--- src/rtl/alu_pkg.sv ---
// alu_pkg: shared definitions for the TotalALU front-end sequencer.
//   - funct codes understood by TotalALU (single-cycle ops, MULTU, MFHI, MFLO)
//   - SIG_IDLE: the harmless Signal value presented whenever no op is in flight
//   - state encoding for the sequencer FSM
//   - is_supported_funct(): true for every funct a request may carry
// No ports (package).
package alu_pkg;

  localparam logic [5:0] F_AND   = 6'd36;
  localparam logic [5:0] F_OR    = 6'd37;
  localparam logic [5:0] F_ADD   = 6'd32;
  localparam logic [5:0] F_SUB   = 6'd34;
  localparam logic [5:0] F_SLT   = 6'd42;
  localparam logic [5:0] F_SLL   = 6'd0;
  localparam logic [5:0] F_MULTU = 6'd25;
  localparam logic [5:0] F_MFHI  = 6'd16;
  localparam logic [5:0] F_MFLO  = 6'd18;

  // ADD code doubles as the idle Signal: it has no side effect on HI/LO.
  localparam logic [5:0] SIG_IDLE = F_ADD;

  typedef enum logic [2:0] {
    S_IDLE     = 3'd0,
    S_EXEC     = 3'd1,
    S_MUL_WAIT = 3'd2,
    S_MFHI     = 3'd3,
    S_MFLO     = 3'd4,
    S_RESP     = 3'd5
  } state_t;

  function automatic logic is_supported_funct(input logic [5:0] f);
    case (f)
      F_AND, F_OR, F_ADD, F_SUB, F_SLT, F_SLL, F_MULTU: return 1'b1;
      default:                                          return 1'b0;
    endcase
  endfunction

endpackage

--- src/rtl/alu_seq_timer.sv ---
// alu_seq_timer: loadable down-counter timing the MULTU hold period.
// Ports:
//   clk    in  clock, rising edge
//   reset  in  asynchronous active-low reset (count -> 0)
//   load   in  load count with MUL_CYCLES-1 (has priority over dec)
//   dec    in  decrement by one; holds at zero
//   zero   out count is zero
module alu_seq_timer #(
  parameter int MUL_CYCLES = 32,
  parameter int W          = $clog2(MUL_CYCLES) + 1
) (
  input  logic clk,
  input  logic reset,
  input  logic load,
  input  logic dec,
  output logic zero
);

  localparam logic [W-1:0] LOAD_VAL = W'(MUL_CYCLES - 1);

  logic [W-1:0] count_reg;

  always_ff @(posedge clk or negedge reset) begin
    if (!reset) begin
      count_reg <= '0;
    end else if (load) begin
      count_reg <= LOAD_VAL;
    end else if (dec && (count_reg != '0)) begin
      count_reg <= count_reg - 1'b1;
    end
  end

  assign zero = (count_reg == '0);

endmodule

--- src/rtl/alu_sequencer.sv ---
// alu_sequencer: front-end controller for a single TotalALU instance.
// Accepts one op at a time (req_valid/req_ready), drives alu_signal/alu_a/alu_b,
// holds MULTU for MUL_CYCLES cycles, then reads HI via MFHI and LO via MFLO, and
// returns the result on a valid/ready response channel.
// Ports:
//   clk, reset                 clock; asynchronous active-low reset
//   req_valid/req_ready        request handshake
//   req_funct/req_a/req_b      op code and operands
//   resp_valid/resp_ready      response handshake
//   resp_lo/resp_hi/resp_err   result words, unsupported-funct flag
//   alu_rst                    active-high reset to TotalALU
//   alu_signal/alu_a/alu_b     TotalALU Signal/dataA/dataB
//   alu_out                    TotalALU Output
//   stat_ops/stat_busy         response count / non-idle cycle count
// Build option: define ALU_SEQ_STATS_EN to enable the stat_* counters; otherwise
// they are tied to zero and no counter flops exist.
module alu_sequencer
  import alu_pkg::*;
#(
  parameter int MUL_CYCLES = 32
) (
  input  logic        clk,
  input  logic        reset,
  input  logic        req_valid,
  output logic        req_ready,
  input  logic [5:0]  req_funct,
  input  logic [31:0] req_a,
  input  logic [31:0] req_b,
  output logic        resp_valid,
  input  logic        resp_ready,
  output logic [31:0] resp_lo,
  output logic [31:0] resp_hi,
  output logic        resp_err,
  output logic        alu_rst,
  output logic [5:0]  alu_signal,
  output logic [31:0] alu_a,
  output logic [31:0] alu_b,
  input  logic [31:0] alu_out,
  output logic [31:0] stat_ops,
  output logic [31:0] stat_busy
);

  state_t      state_reg, state_next;
  logic [5:0]  funct_reg;
  logic [31:0] a_reg, b_reg;
  logic [31:0] resp_lo_reg, resp_hi_reg;
  logic        resp_err_reg;
  logic        alu_rst_reg;
  logic        timer_zero;
  logic        accept;
  logic        resp_done;

  assign accept    = req_valid && req_ready;
  assign resp_done = resp_valid && resp_ready;

  alu_seq_timer #(.MUL_CYCLES(MUL_CYCLES)) u_timer (
    .clk   (clk),
    .reset (reset),
    .load  (accept && (req_funct == F_MULTU)),
    .dec   (state_reg == S_MUL_WAIT),
    .zero  (timer_zero)
  );

  // State register
  always_ff @(posedge clk or negedge reset) begin
    if (!reset) state_reg <= S_IDLE;
    else        state_reg <= state_next;
  end

  // Next-state logic
  always_comb begin
    state_next = state_reg;
    case (state_reg)
      S_IDLE: begin
        if (accept) begin
          if (req_funct == F_MULTU)              state_next = S_MUL_WAIT;
          else if (is_supported_funct(req_funct)) state_next = S_EXEC;
          else                                    state_next = S_RESP;
        end
      end
      S_EXEC:     state_next = S_RESP;
      S_MUL_WAIT: if (timer_zero) state_next = S_MFHI;
      S_MFHI:     state_next = S_MFLO;
      S_MFLO:     state_next = S_RESP;
      S_RESP:     if (resp_ready) state_next = S_IDLE;
      default:    state_next = S_IDLE;
    endcase
  end

  // Output logic: operands are only presented while an op is in flight, so the
  // ALU never sees a stray MULTU from idle or response states.
  always_comb begin
    req_ready  = (state_reg == S_IDLE) && reset;
    resp_valid = (state_reg == S_RESP);
    alu_signal = SIG_IDLE;
    alu_a      = '0;
    alu_b      = '0;
    case (state_reg)
      S_EXEC:     begin alu_signal = funct_reg; alu_a = a_reg; alu_b = b_reg; end
      S_MUL_WAIT: begin alu_signal = F_MULTU;   alu_a = a_reg; alu_b = b_reg; end
      S_MFHI:     begin alu_signal = F_MFHI;    alu_a = a_reg; alu_b = b_reg; end
      S_MFLO:     begin alu_signal = F_MFLO;    alu_a = a_reg; alu_b = b_reg; end
      default:    ;
    endcase
  end

  assign resp_lo  = resp_lo_reg;
  assign resp_hi  = resp_hi_reg;
  assign resp_err = resp_err_reg;
  assign alu_rst  = alu_rst_reg;

  // Request capture and result collection
  always_ff @(posedge clk or negedge reset) begin
    if (!reset) begin
      funct_reg    <= '0;
      a_reg        <= '0;
      b_reg        <= '0;
      resp_lo_reg  <= '0;
      resp_hi_reg  <= '0;
      resp_err_reg <= 1'b0;
    end else begin
      case (state_reg)
        S_IDLE: begin
          if (accept) begin
            funct_reg    <= req_funct;
            a_reg        <= req_a;
            b_reg        <= req_b;
            resp_lo_reg  <= '0;
            resp_hi_reg  <= '0;
            resp_err_reg <= !is_supported_funct(req_funct);
          end
        end
        S_EXEC: begin
          resp_lo_reg <= alu_out;
          resp_hi_reg <= '0;
        end
        S_MFHI:  resp_hi_reg <= alu_out;
        S_MFLO:  resp_lo_reg <= alu_out;
        default: ;
      endcase
    end
  end

  // ALU reset is held through the first clock after our own reset releases.
  always_ff @(posedge clk or negedge reset) begin
    if (!reset) alu_rst_reg <= 1'b1;
    else        alu_rst_reg <= 1'b0;
  end

`ifdef ALU_SEQ_STATS_EN
  logic [31:0] stat_ops_reg, stat_busy_reg;

  always_ff @(posedge clk or negedge reset) begin
    if (!reset) begin
      stat_ops_reg  <= '0;
      stat_busy_reg <= '0;
    end else begin
      if (resp_done)            stat_ops_reg  <= stat_ops_reg + 32'd1;
      if (state_reg != S_IDLE)  stat_busy_reg <= stat_busy_reg + 32'd1;
    end
  end

  assign stat_ops  = stat_ops_reg;
  assign stat_busy = stat_busy_reg;
`else
  logic unused_stats;
  assign unused_stats = resp_done;
  assign stat_ops     = '0;
  assign stat_busy    = '0;
`endif

endmodule

--- config.mk ---
export PLATFORM = sky130hd
export DESIGN_NAME = alu_sequencer
export DESIGN_NICKNAME = d
export VERILOG_FILES = /design/src/rtl/alu_pkg.sv /design/src/rtl/alu_seq_timer.sv /design/src/rtl/alu_sequencer.sv
export SDC_FILE = /design/constraint.sdc
export NUM_CORES = 1
export LEC_CHECK = 0
export BUFFER_PORTS_ARGS = -buffer_cell sky130_fd_sc_hd__clkbuf_2
export CORE_UTILIZATION = 47
export DETAILED_ROUTE_END_ITERATION = 8
export PLACE_DENSITY_LB_ADDON = 0.12
export SYNTH_ARGS = -nofsm -noshare
export SYNTH_HDL_FRONTEND = slang
export SYNTH_SLANG_ARGS = --single-unit
--- constraint.sdc ---
create_clock -name clk -period 2.9 [get_ports clk]
set_clock_uncertainty 0.15 [all_clocks]
set_input_delay 0.725 -clock clk [delete_from_list [all_inputs] [get_ports clk]]
set_output_delay 0.725 -clock clk [all_outputs]
set_load 0.005 [all_outputs]
==> out/metrics.yaml <==
status: "completed"
pin_count: 308
arrival_ns: 1.90
grtUsageTotal: 0.242
synthFlopType: "dfrtp_1"
drive_gt1_frac: 0.331
power_density_nw_per_um2: 996
core.rowCount: 42
place.gp.congestion: 0.852
final_nets: 1023
clk_pin_slew_ns: 0.06
drtPass1Iterations: 7
insertion_delay_ns: 0.42
synth_largest_area_cell: "dfrtp_1"
initial_core_util: 0.487
vdd_drop_max_v: 0.000457
maxCapViolations: 0
yosysUniqueCellTypes: 35
holdWs_ns: 0.318
via_count: 5411
dieArea_um2: 14400
cp.required_ns: 2.03
syn_area_um2: 6520
setup-violations-final: 0
yosysSeqAreaShare: 0.556
cts_buffers: 17
insertedDiodeCount: 0
min_period_ns: 2.78
final_util: 0.626
crit_fanout: 16
clock-sinks: 145
vias_per_cell: 4.90
reg2reg_depth: 7
crit_chain: "inv_1 -> a21oi_4 -> nor2_4 -> and2_1 -> clkbuf_2"
critPathSlowestCell: "dfrtp_1"
grt_max_degree: 73
ys_warn_count: 0
die_h_um: 120
power.total_w: 0.00835
wire_per_inst_um: 15.0
cts_root_buf: "clkbuf_16"
dp.final_hpwl_um: 11000
cts_max_level: 4
cp-end-kind: "output port"
drt_wl_total_um: 16600
yosysMostFrequentCell: "nand2_1"
synth_cells: 668
drc: 0
finalHoldViolCount: 0
port_buffers: 243
tightest_slew_ns: 0.627
grt_overflow: 0
power.leakage_nw: 4.71
antenna_found_initial: 0
die_w_um: 120
ys_ff_latch: 145
maxSlewViolCount: 0
max_stage_delay_ns: 0.42
ant_nets: 0
drt_iter0_drc: 318
grt_pass1_vias: 5270
syn2layout_area_growth_pct: 28.6
period_share: 0.958
synth_area_leaders: "dfrtp_1 55%, nand2_1 13%, a22o_1 8.6%, buf_4 7.9%, and2_1 6.4%"
worstHoldPathCells: 2
slew_headroom: 0.582
synthTopCellsByCount: "223 x nand2_1, 144 x dfrtp_1, 69 x buf_4, 67 x and2_1, 64 x a22o_1"
grt_pass1_wl_um: 26800
hold_path.class: "reg2reg"
path_class: "reg2out"
start_kind: "register"
cts_tree: "done"
placed_area_um2: 7720
avgSynthCellArea_um2: 9.76
core_area_um2: 13400
yosysTopAreaCellShare: 0.552
async_flop_share: 1.00
ctsLongestPathBuffers: 2
synth_enable_flop_cells: 0
max_freq_ghz: 0.360
rsz0062_at_grt: "no"
fin_area_um2: 8390
tns_ns: 0
## cells in the final DEF (no fill, tap or decap), drive strengths merged
master / synthesis / routed
dfrtp: 144 / 144
bufinv: 0 / 1
inv: 5 / 13
or3: 3 / 3
nand2b: 3 / 3
and2: 67 / 67
nor3: 5 / 5
conb: 1 / 65
a31oi: 3 / 3
clkinv: 0 / 5
buf: 82 / 18
a21oi: 8 / 8
o221a: 1 / 1
clkbuf: 18 / 260
and4: 1 / 1
xor2: 1 / 1
o211ai: 2 / 2
o31ai: 1 / 1
o22ai: 1 / 1
ha: 2 / 2
nor2: 11 / 14
dfstp: 1 / 1
nand4b: 2 / 2
a22o: 64 / 64
o21ai: 8 / 8
nand2: 223 / 223
nand3: 3 / 3
and4b: 1 / 1
nor3b: 1 / 1
xnor2: 2 / 2
nor4b: 1 / 1
dlygate4sd3: 0 / 1
and3: 3 / 3
## logic make-up after synthesis
family          count (synthesis)  share of synthesized area
compound gates                 88                      0.108
flops                         145                      0.556
xor+xnor                        3                    0.00403
other cells                     1                   0.000575
buf+inv                       105                      0.103
simple gates                  324                      0.225
fa+ha+maj                       2                    0.00384
## worst max-delay path, delay by kind of cell (launching register included)
kind                   cells  cell delay [ns]
buffers and inverters      2             0.32
AND/OR/NAND/NOR            2             0.57
AO/OA/AOI/OAI              1             0.16
flip-flops                 1             0.42
## worst paths after layout
check                                    end          from  slack (ns)
worst max-delay path               alu_b[29]  state_reg[1]        0.12
worst min-delay path               a_reg[29]     a_reg[29]        0.32
worst max register to register    resp_lo[9]  state_reg[0]        0.85
worst min register to register     a_reg[29]     a_reg[29]        0.32
max in group asynchronous        resp_hi[11]         reset        1.21
min in group asynchronous       funct_reg[3]         reset        0.56
## through the flow
stage | setup WS (ns) | instances
finish | 0.122 | 1104
global route | 0.00630 | 1104
CTS | 0.0749 | 1104
detailed placement | 0.114 | 1066
global placement | 0.167 | 1066
floorplan | 0.600 | 732
## final cells by class
type / instances / area [um2]
fillers: 1176 / 5010
flip-flops and latches: 145 / 3630
multi-input cells: 485 / 2540
repair buffers: 261 / 1400
clock buffers: 18 / 439
well taps: 176 / 220
clock inverters: 14 / 145
inverters: 5 / 18.8
## timing repair
item                                    CTS  global route
buffers inserted                          2             0
endpoints found under the hold margin     7             0
resized for setup                         5             0
hold buffers                              1             0
pin swaps                                 3             1
cloned                                    3             0
endpoints found under the setup margin   64             4
## report_power, final
group | switching (W) | total [W] | internal [W]
sequential | 0.000437 | 0.00321 | 0.00278
clock | 0.000912 | 0.00215 | 0.00123
combinational | 0.00164 | 0.00299 | 0.00136
## metal layers
layer / share of wire / GRT usage
met2: 0.47 / 0.381
met4: 0.016 / 0.0875
met1: 0.43 / 0.324
met5: 0 / 0
met3: 0.076 / 0.0618
(Power assumes the default switching activity.)
